===== config.mk =====
export PLATFORM = sky130hd
export DESIGN_NAME = adbg_wb_xfer_engine
export DESIGN_NICKNAME = d
export VERILOG_FILES = /design/src/rtl/adbg_wb_pkg.sv /design/src/rtl/adbg_wb_timeout.sv /design/src/rtl/adbg_wb_xfer_engine.sv
export SDC_FILE = /design/constraint.sdc
export NUM_CORES = 1
export LEC_CHECK = 0
export BUFFER_PORTS_ARGS = -buffer_cell sky130_fd_sc_hd__buf_2
export CORE_ASPECT_RATIO = 0.75
export CORE_MARGIN = 5
export CORE_UTILIZATION = 40
export DETAILED_ROUTE_END_ITERATION = 12
export PLACE_DENSITY = 0.73
export SYNTH_ARGS = -nofsm -noshare
export SYNTH_HDL_FRONTEND = slang
export SYNTH_SLANG_ARGS = --single-unit

===== constraint.sdc =====
create_clock -name WB_CLK -period 10.2 [get_ports WB_CLK]
set_input_delay 0.51 -clock WB_CLK [delete_from_list [all_inputs] [get_ports WB_CLK]]
set_output_delay 0.51 -clock WB_CLK [all_outputs]
set_load 0.03 [all_outputs]

===== src/rtl/adbg_wb_pkg.sv =====
// Shared types and defaults for the debug-bridge WishBone transaction engine.
package adbg_wb_pkg;

    typedef enum logic [1:0] {
        S_IDLE  = 2'd0,
        S_CLEAR = 2'd1,
        S_BUS   = 2'd2,
        S_DONE  = 2'd3
    } xfer_state_e;

    localparam int ADBG_ADDR_W      = 32;
    localparam int ADBG_DATA_W      = 32;
    localparam int ADBG_TIMEOUT_DEF = 255;

endpackage


===== src/rtl/adbg_wb_timeout.sv =====
// Loadable up-counter with clear/enable; tc_o flags the last allowed cycle.
module adbg_wb_timeout
    import adbg_wb_pkg::*;
#(
    parameter int MAX = ADBG_TIMEOUT_DEF,
    parameter int W   = $clog2(MAX + 1)
) (
    input  logic         clk_i,
    input  logic         rst_i,
    input  logic         clr_i,
    input  logic         load_i,
    input  logic [W-1:0] load_val_i,
    input  logic         en_i,
    output logic         tc_o
);

    logic [W-1:0] cnt_q, cnt_d;

    always_comb begin
        cnt_d = cnt_q;
        if (clr_i)       cnt_d = '0;
        else if (load_i) cnt_d = load_val_i;
        else if (en_i)   cnt_d = cnt_q + 1'b1;
    end

    always_ff @(posedge clk_i or posedge rst_i) begin
        if (rst_i) cnt_q <= '0;
        else       cnt_q <= cnt_d;
    end

    // Terminal one cycle early so the access lasts exactly MAX bus cycles.
    assign tc_o = (cnt_q == W'(MAX - 1));

endmodule


===== src/rtl/adbg_wb_xfer_engine.sv =====
// WB-domain engine: accepts a synchronised request, runs one WishBone access,
// then flips DONE_TOGGLE for the return-path synchroniser.
module adbg_wb_xfer_engine
    import adbg_wb_pkg::*;
#(
    parameter int ADDR_WIDTH     = ADBG_ADDR_W,
    parameter int DATA_WIDTH     = ADBG_DATA_W,
    parameter int TIMEOUT_CYCLES = ADBG_TIMEOUT_DEF,
    parameter int TO_WIDTH       = $clog2(TIMEOUT_CYCLES + 1)
) (
    input  logic                    WB_CLK,
    input  logic                    RESET,
    input  logic                    REQ_IN,
    output logic                    REQ_CLR,
    input  logic [ADDR_WIDTH-1:0]   CMD_ADDR,
    input  logic                    CMD_WE,
    input  logic [DATA_WIDTH/8-1:0] CMD_SEL,
    input  logic [DATA_WIDTH-1:0]   CMD_WDATA,
    output logic [DATA_WIDTH-1:0]   RSP_RDATA,
    output logic                    RSP_ERR,
    output logic                    DONE_TOGGLE,
    output logic                    BUSY,
    output logic [ADDR_WIDTH-1:0]   WB_ADR_O,
    output logic [DATA_WIDTH-1:0]   WB_DAT_O,
    input  logic [DATA_WIDTH-1:0]   WB_DAT_I,
    output logic [DATA_WIDTH/8-1:0] WB_SEL_O,
    output logic                    WB_WE_O,
    output logic                    WB_CYC_O,
    output logic                    WB_STB_O,
    input  logic                    WB_ACK_I,
    input  logic                    WB_ERR_I
);

    localparam int SW = DATA_WIDTH / 8;

    xfer_state_e           state_q, state_d;
    logic                  req_clr_q, req_clr_d;
    logic [ADDR_WIDTH-1:0] adr_q, adr_d;
    logic [DATA_WIDTH-1:0] wdat_q, wdat_d;
    logic [SW-1:0]         sel_q, sel_d;
    logic                  we_q, we_d;
    logic                  cyc_q, cyc_d;
    logic                  rsp_err_q, rsp_err_d;
    logic [DATA_WIDTH-1:0] rdata_q, rdata_d;
    logic                  tog_q, tog_d;
    logic                  busy_q, busy_d;
    logic                  to_tc;
    logic                  bus_exit;

    adbg_wb_timeout #(
        .MAX (TIMEOUT_CYCLES),
        .W   (TO_WIDTH)
    ) u_timeout (
        .clk_i      (WB_CLK),
        .rst_i      (RESET),
        .clr_i      (state_q == S_DONE),
        .load_i     (state_q == S_CLEAR),
        .load_val_i ('0),
        .en_i       (state_q == S_BUS),
        .tc_o       (to_tc)
    );

    always_comb begin
        state_d   = state_q;
        req_clr_d = req_clr_q;
        adr_d     = adr_q;
        wdat_d    = wdat_q;
        sel_d     = sel_q;
        we_d      = we_q;
        cyc_d     = cyc_q;
        rsp_err_d = rsp_err_q;
        rdata_d   = rdata_q;
        tog_d     = tog_q;
        bus_exit  = 1'b0;
        unique case (state_q)
            S_IDLE: begin
                if (REQ_IN) begin
                    state_d   = S_CLEAR;
                    adr_d     = CMD_ADDR;
                    wdat_d    = CMD_WDATA;
                    sel_d     = CMD_SEL;
                    we_d      = CMD_WE;
                    req_clr_d = 1'b1;
                end
            end
            S_CLEAR: begin
                state_d   = S_BUS;
                req_clr_d = 1'b0;
                cyc_d     = 1'b1;
            end
            S_BUS: begin
                // ERR takes priority over a simultaneous ACK.
                if (WB_ERR_I) begin
                    rsp_err_d = 1'b1;
                    bus_exit  = 1'b1;
                end else if (WB_ACK_I) begin
                    if (!we_q) rdata_d = WB_DAT_I;
                    rsp_err_d = 1'b0;
                    bus_exit  = 1'b1;
                end else if (to_tc) begin
                    rsp_err_d = 1'b1;
                    bus_exit  = 1'b1;
                end
                if (bus_exit) begin
                    cyc_d   = 1'b0;
                    state_d = S_DONE;
                end
            end
            S_DONE: begin
                tog_d   = ~tog_q;
                state_d = S_IDLE;
            end
            default: state_d = S_IDLE;
        endcase
        busy_d = (state_d != S_IDLE);
    end

    always_ff @(posedge WB_CLK or posedge RESET) begin
        if (RESET) begin
            state_q   <= S_IDLE;
            req_clr_q <= 1'b0;
            adr_q     <= '0;
            wdat_q    <= '0;
            sel_q     <= '0;
            we_q      <= 1'b0;
            cyc_q     <= 1'b0;
            rsp_err_q <= 1'b0;
            rdata_q   <= '0;
            tog_q     <= 1'b0;
            busy_q    <= 1'b0;
        end else begin
            state_q   <= state_d;
            req_clr_q <= req_clr_d;
            adr_q     <= adr_d;
            wdat_q    <= wdat_d;
            sel_q     <= sel_d;
            we_q      <= we_d;
            cyc_q     <= cyc_d;
            rsp_err_q <= rsp_err_d;
            rdata_q   <= rdata_d;
            tog_q     <= tog_d;
            busy_q    <= busy_d;
        end
    end

    assign REQ_CLR     = req_clr_q;
    assign RSP_RDATA   = rdata_q;
    assign RSP_ERR     = rsp_err_q;
    assign DONE_TOGGLE = tog_q;
    assign BUSY        = busy_q;
    assign WB_ADR_O    = adr_q;
    assign WB_DAT_O    = wdat_q;
    assign WB_SEL_O    = sel_q;
    assign WB_WE_O     = we_q;
    assign WB_CYC_O    = cyc_q;
    assign WB_STB_O    = cyc_q;

endmodule


==> run_results.csv <==
group,metric,value,unit
run_status,status,"complete, no violations",
setup_path,path_buf_inv,2,
floorplan,die_y,102,um
min_path,hold_path.class,"in -> async",
timing,period_needed,2.33,ns
placement,dp_hpwl,8190,um
floorplan,die_area,13700,um^2
timing,skew,0.00829,ns
clock_network,cts_tree,"built",
global_route,grt_overflow,0,
routing,drcViolationCount,0,
logic_synthesis,ys_seq_elements,116,
power_and_ir_drop,power.leakage,0.00311,uW
final_layout,n_fill_cell,917,
clock_network,root_buffer,"clkbuf_16",
logic_synthesis,synth_top_area_share,63.7,%
placement,io_buffers,212,
setup_path,cp_slowest_cell,"buf_4",
timing,worstMarginPinSlew,0.885,ns
routing,vias,3195,
global_route,grt_pass1_wl,17300,um
logic_synthesis,yosys.area.top_type,"dfrtp_1",
setup_path,slowest_delay,0.64,ns
clock_network,cts_buffer_depth,2,
logic_synthesis,ys_async_sr_fraction,100,%
timing,fmax,429,MHz
placement,gp_congestion,0.719,
timing,slew_viol_final,0,
job,drv_cap,0,
routing,dr.pass1.iters,4,
clock_network,clk_pin_slew,0.05,ns
timing,rsz0062_at_grt,"no",
global_route,grt_pass1_vias,3358,
floorplan,initial_core_util,41.4,%
logic_synthesis,synth_ff_type,"dfrtp_1",
final_layout,area_delta_synth_final,38.5,%
logic_synthesis,synth_edf_count,0,
logic_synthesis,syn_nets,410,
logic_synthesis,syn_area_per_cell,15.4,um^2
setup_path,setup.worst_path.class,"reg -> reg",
placement,dp.cells,639,
timing,setup_tns,0,ns
timing,slew_headroom,41.0,%
floorplan,core-area,11000,um^2
logic_synthesis,yosysUniqueCellTypes,34,
floorplan,io_pins,213,
routing,postRouteAntennaNets,0,
final_layout,antennaDiodeCount,0,
logic_synthesis,ys_seq_area_share,63.7,%
setup_path,startpoint_type,"flop",
timing,finalHoldViolCount,0,
timing,fin_crit_sh,22.8,%
floorplan,die_w,133,um
setup_path,critPathMaxFanout,67,
final_layout,final_nets,631,
setup_path,cp-end-kind,"flop",
routing,drt_iter0_drc,94,
clock_network,ctsHoldBuffers,0,
setup_path,cp_data_required_time,10.47,ns
clock_network,cts_resized,0,
logic_synthesis,synth_area_leaders,"dfrtp_1 64%, mux2_2 25%, ha_1 1.9%",
power_and_ir_drop,vdd_drop_max,0.179,mV
clock_network,clock-sinks,116,
clock_network,cts_setup_buffers,0,
clock_network,cts_made_buffers,17,
routing,avgRoutedWirePerCell,16.3,um
floorplan,floorplan.rows,33,
setup_path,cp_top_family,"buffers and inverters",
setup_path,cp.arrival,2.60,ns
power_and_ir_drop,power.density,391,nW/um^2
setup_path,worstPathCellList,"inv_1 > ha_1 > and2_2 > buf_4 > mux2_2",
logic_synthesis,syn-cell-area,4560,um^2
global_route,antenna_found_initial,0,
logic_synthesis,synth_cells,297,
routing,drt_wl_total,11000,um
final_layout,instances_no_fill,670,
routing,via_per_inst,4.77,
clock_network,htree_num_levels,4,
timing,setup_viol,0,
global_route,grtUsageTotal,16.3,%
logic_synthesis,yosysWarnings,0,
clock_network,clk_latency,0.40,ns
final_layout,drive_gt1_share,65.7,%
global_route,grt_max_degree,74,
==> area by class of cell <==
class / count / area, um^2 / share of cell area, %
sequential: 116 / 2900 / 46.0
multi-input combinational: 160 / 1550 / 24.6
timing repair buffer: 215 / 1080 / 17.2
clock buffer: 22 / 464 / 7.35
tap: 140 / 175 / 2.77
clock inverter: 9 / 104 / 1.64
inverter: 8 / 32.5 / 0.515
==> power breakdown <==
part / switching [uW] / internal (uW) / total (uW)
registers: 120 / 686 / 806
clock network: 198 / 370 / 568
logic: 701 / 395 / 1100
==> kinds of logic (layout without fill, tap and decap cells) <==
kind of cell	count (synthesis)	after routing	share of synthesized area [%]
xor+xnor	2	2	0.384
mux	101	101	24.9
simple gates	31	31	3.73
compound gates	19	19	2.91
buf+inv	21	254	2.44
flops	116	116	63.7
fa+ha+maj	7	7	1.92
==> synth_stat cells, types with 2 or more instances <==
| cell | n |
|---|---|
| or3_1 | 3 |
| dfrtp_1 | 116 |
| ha_1 | 7 |
| nand2b_1 | 2 |
| o22ai_1 | 2 |
| xor2_1 | 2 |
| inv_1 | 8 |
| buf_2 | 8 |
| mux2_2 | 100 |
| o21ai_0 | 6 |
| a21oi_1 | 2 |
| nand2_1 | 4 |
| o22a_1 | 2 |
| buf_4 | 4 |
| nor3_1 | 2 |
| nand3_1 | 4 |
| nor2_1 | 8 |
==> flip-flops by register name, indices dropped and copies added (netlist names) <==
name and flops:
WB_DAT_O 32, RSP_ERR 1, WB_CYC_O 1, u_timeout.cnt_q 8, state_q 2, WB_WE_O 1, BUSY 1, REQ_CLR 1
WB_ADR_O 32, WB_SEL_O 4, RSP_RDATA 32, DONE_TOGGLE 1
==> through the flow <==
step	worst slack (ns)	utilization (%)	area, um^2	power (uW)	hold slack, ns
final	7.87	57.3	6310	2470	0.159
after global routing	7.70	57.3	6310	2600	0.208
after CTS	7.83	57.3	6310	2510	0.165
after detailed placement	7.85	52.1	5750	1920	0.456
after global placement	7.97	52.1	5750	1890	0.461
after floorplan	6.62	-	4560	1590	0.505
==> cell usage in the layout (no fill, tap or decap), types with 2 or more instances in the layout <==
| cell type | netlist | final |
|---|---|---|
| mux2_2 | 100 | 100 |
| nand2b_1 | 2 | 2 |
| nor2_1 | 8 | 8 |
| a21oi_1 | 2 | 2 |
| clkinv_2 | 0 | 4 |
| clkinvlp_4 | 0 | 2 |
| o21ai_0 | 6 | 6 |
| ha_1 | 7 | 7 |
| clkbuf_1 | 0 | 3 |
| xor2_1 | 2 | 2 |
| dfrtp_1 | 116 | 116 |
| or3_1 | 3 | 3 |
| clkbuf_16 | 0 | 17 |
| o22ai_1 | 2 | 2 |
| o22a_1 | 2 | 2 |
| buf_4 | 4 | 3 |
| clkbuf_8 | 0 | 2 |
| nand3_1 | 4 | 4 |
| inv_1 | 8 | 7 |
| nor3_1 | 2 | 2 |
| bufinv_16 | 0 | 2 |
| buf_2 | 8 | 212 |
| nand2_1 | 4 | 4 |
==> layer usage <==
metal	vias up	GRT usage [%]	wire length [um]	share of wire [%]
met2	163	24.7	4890	45
met3	10	8.76	1400	13
met4	0	5.22	87	0.79
met1	1513	20.1	4570	42
met5	-	0	0	0
li1	1509	-	-	-
==> final timing paths <==
path	start	end	slack, ns	depth (start not counted)
min reg2reg	DONE_TOGGLE	DONE_TOGGLE	0.47	1
max	state_q[0]	WB_ADR_O[11]	7.87	5
min in group WB_CLK	CMD_WDATA[6]	WB_DAT_O[6]	0.34	2
max in group asynchronous	RESET	WB_DAT_O[2]	8.73	3
max reg2reg	state_q[0]	WB_ADR_O[11]	7.87	5
min	RESET	WB_ADR_O[8]	0.16	2
Note: power is estimated with default switching activity, not from simulation.
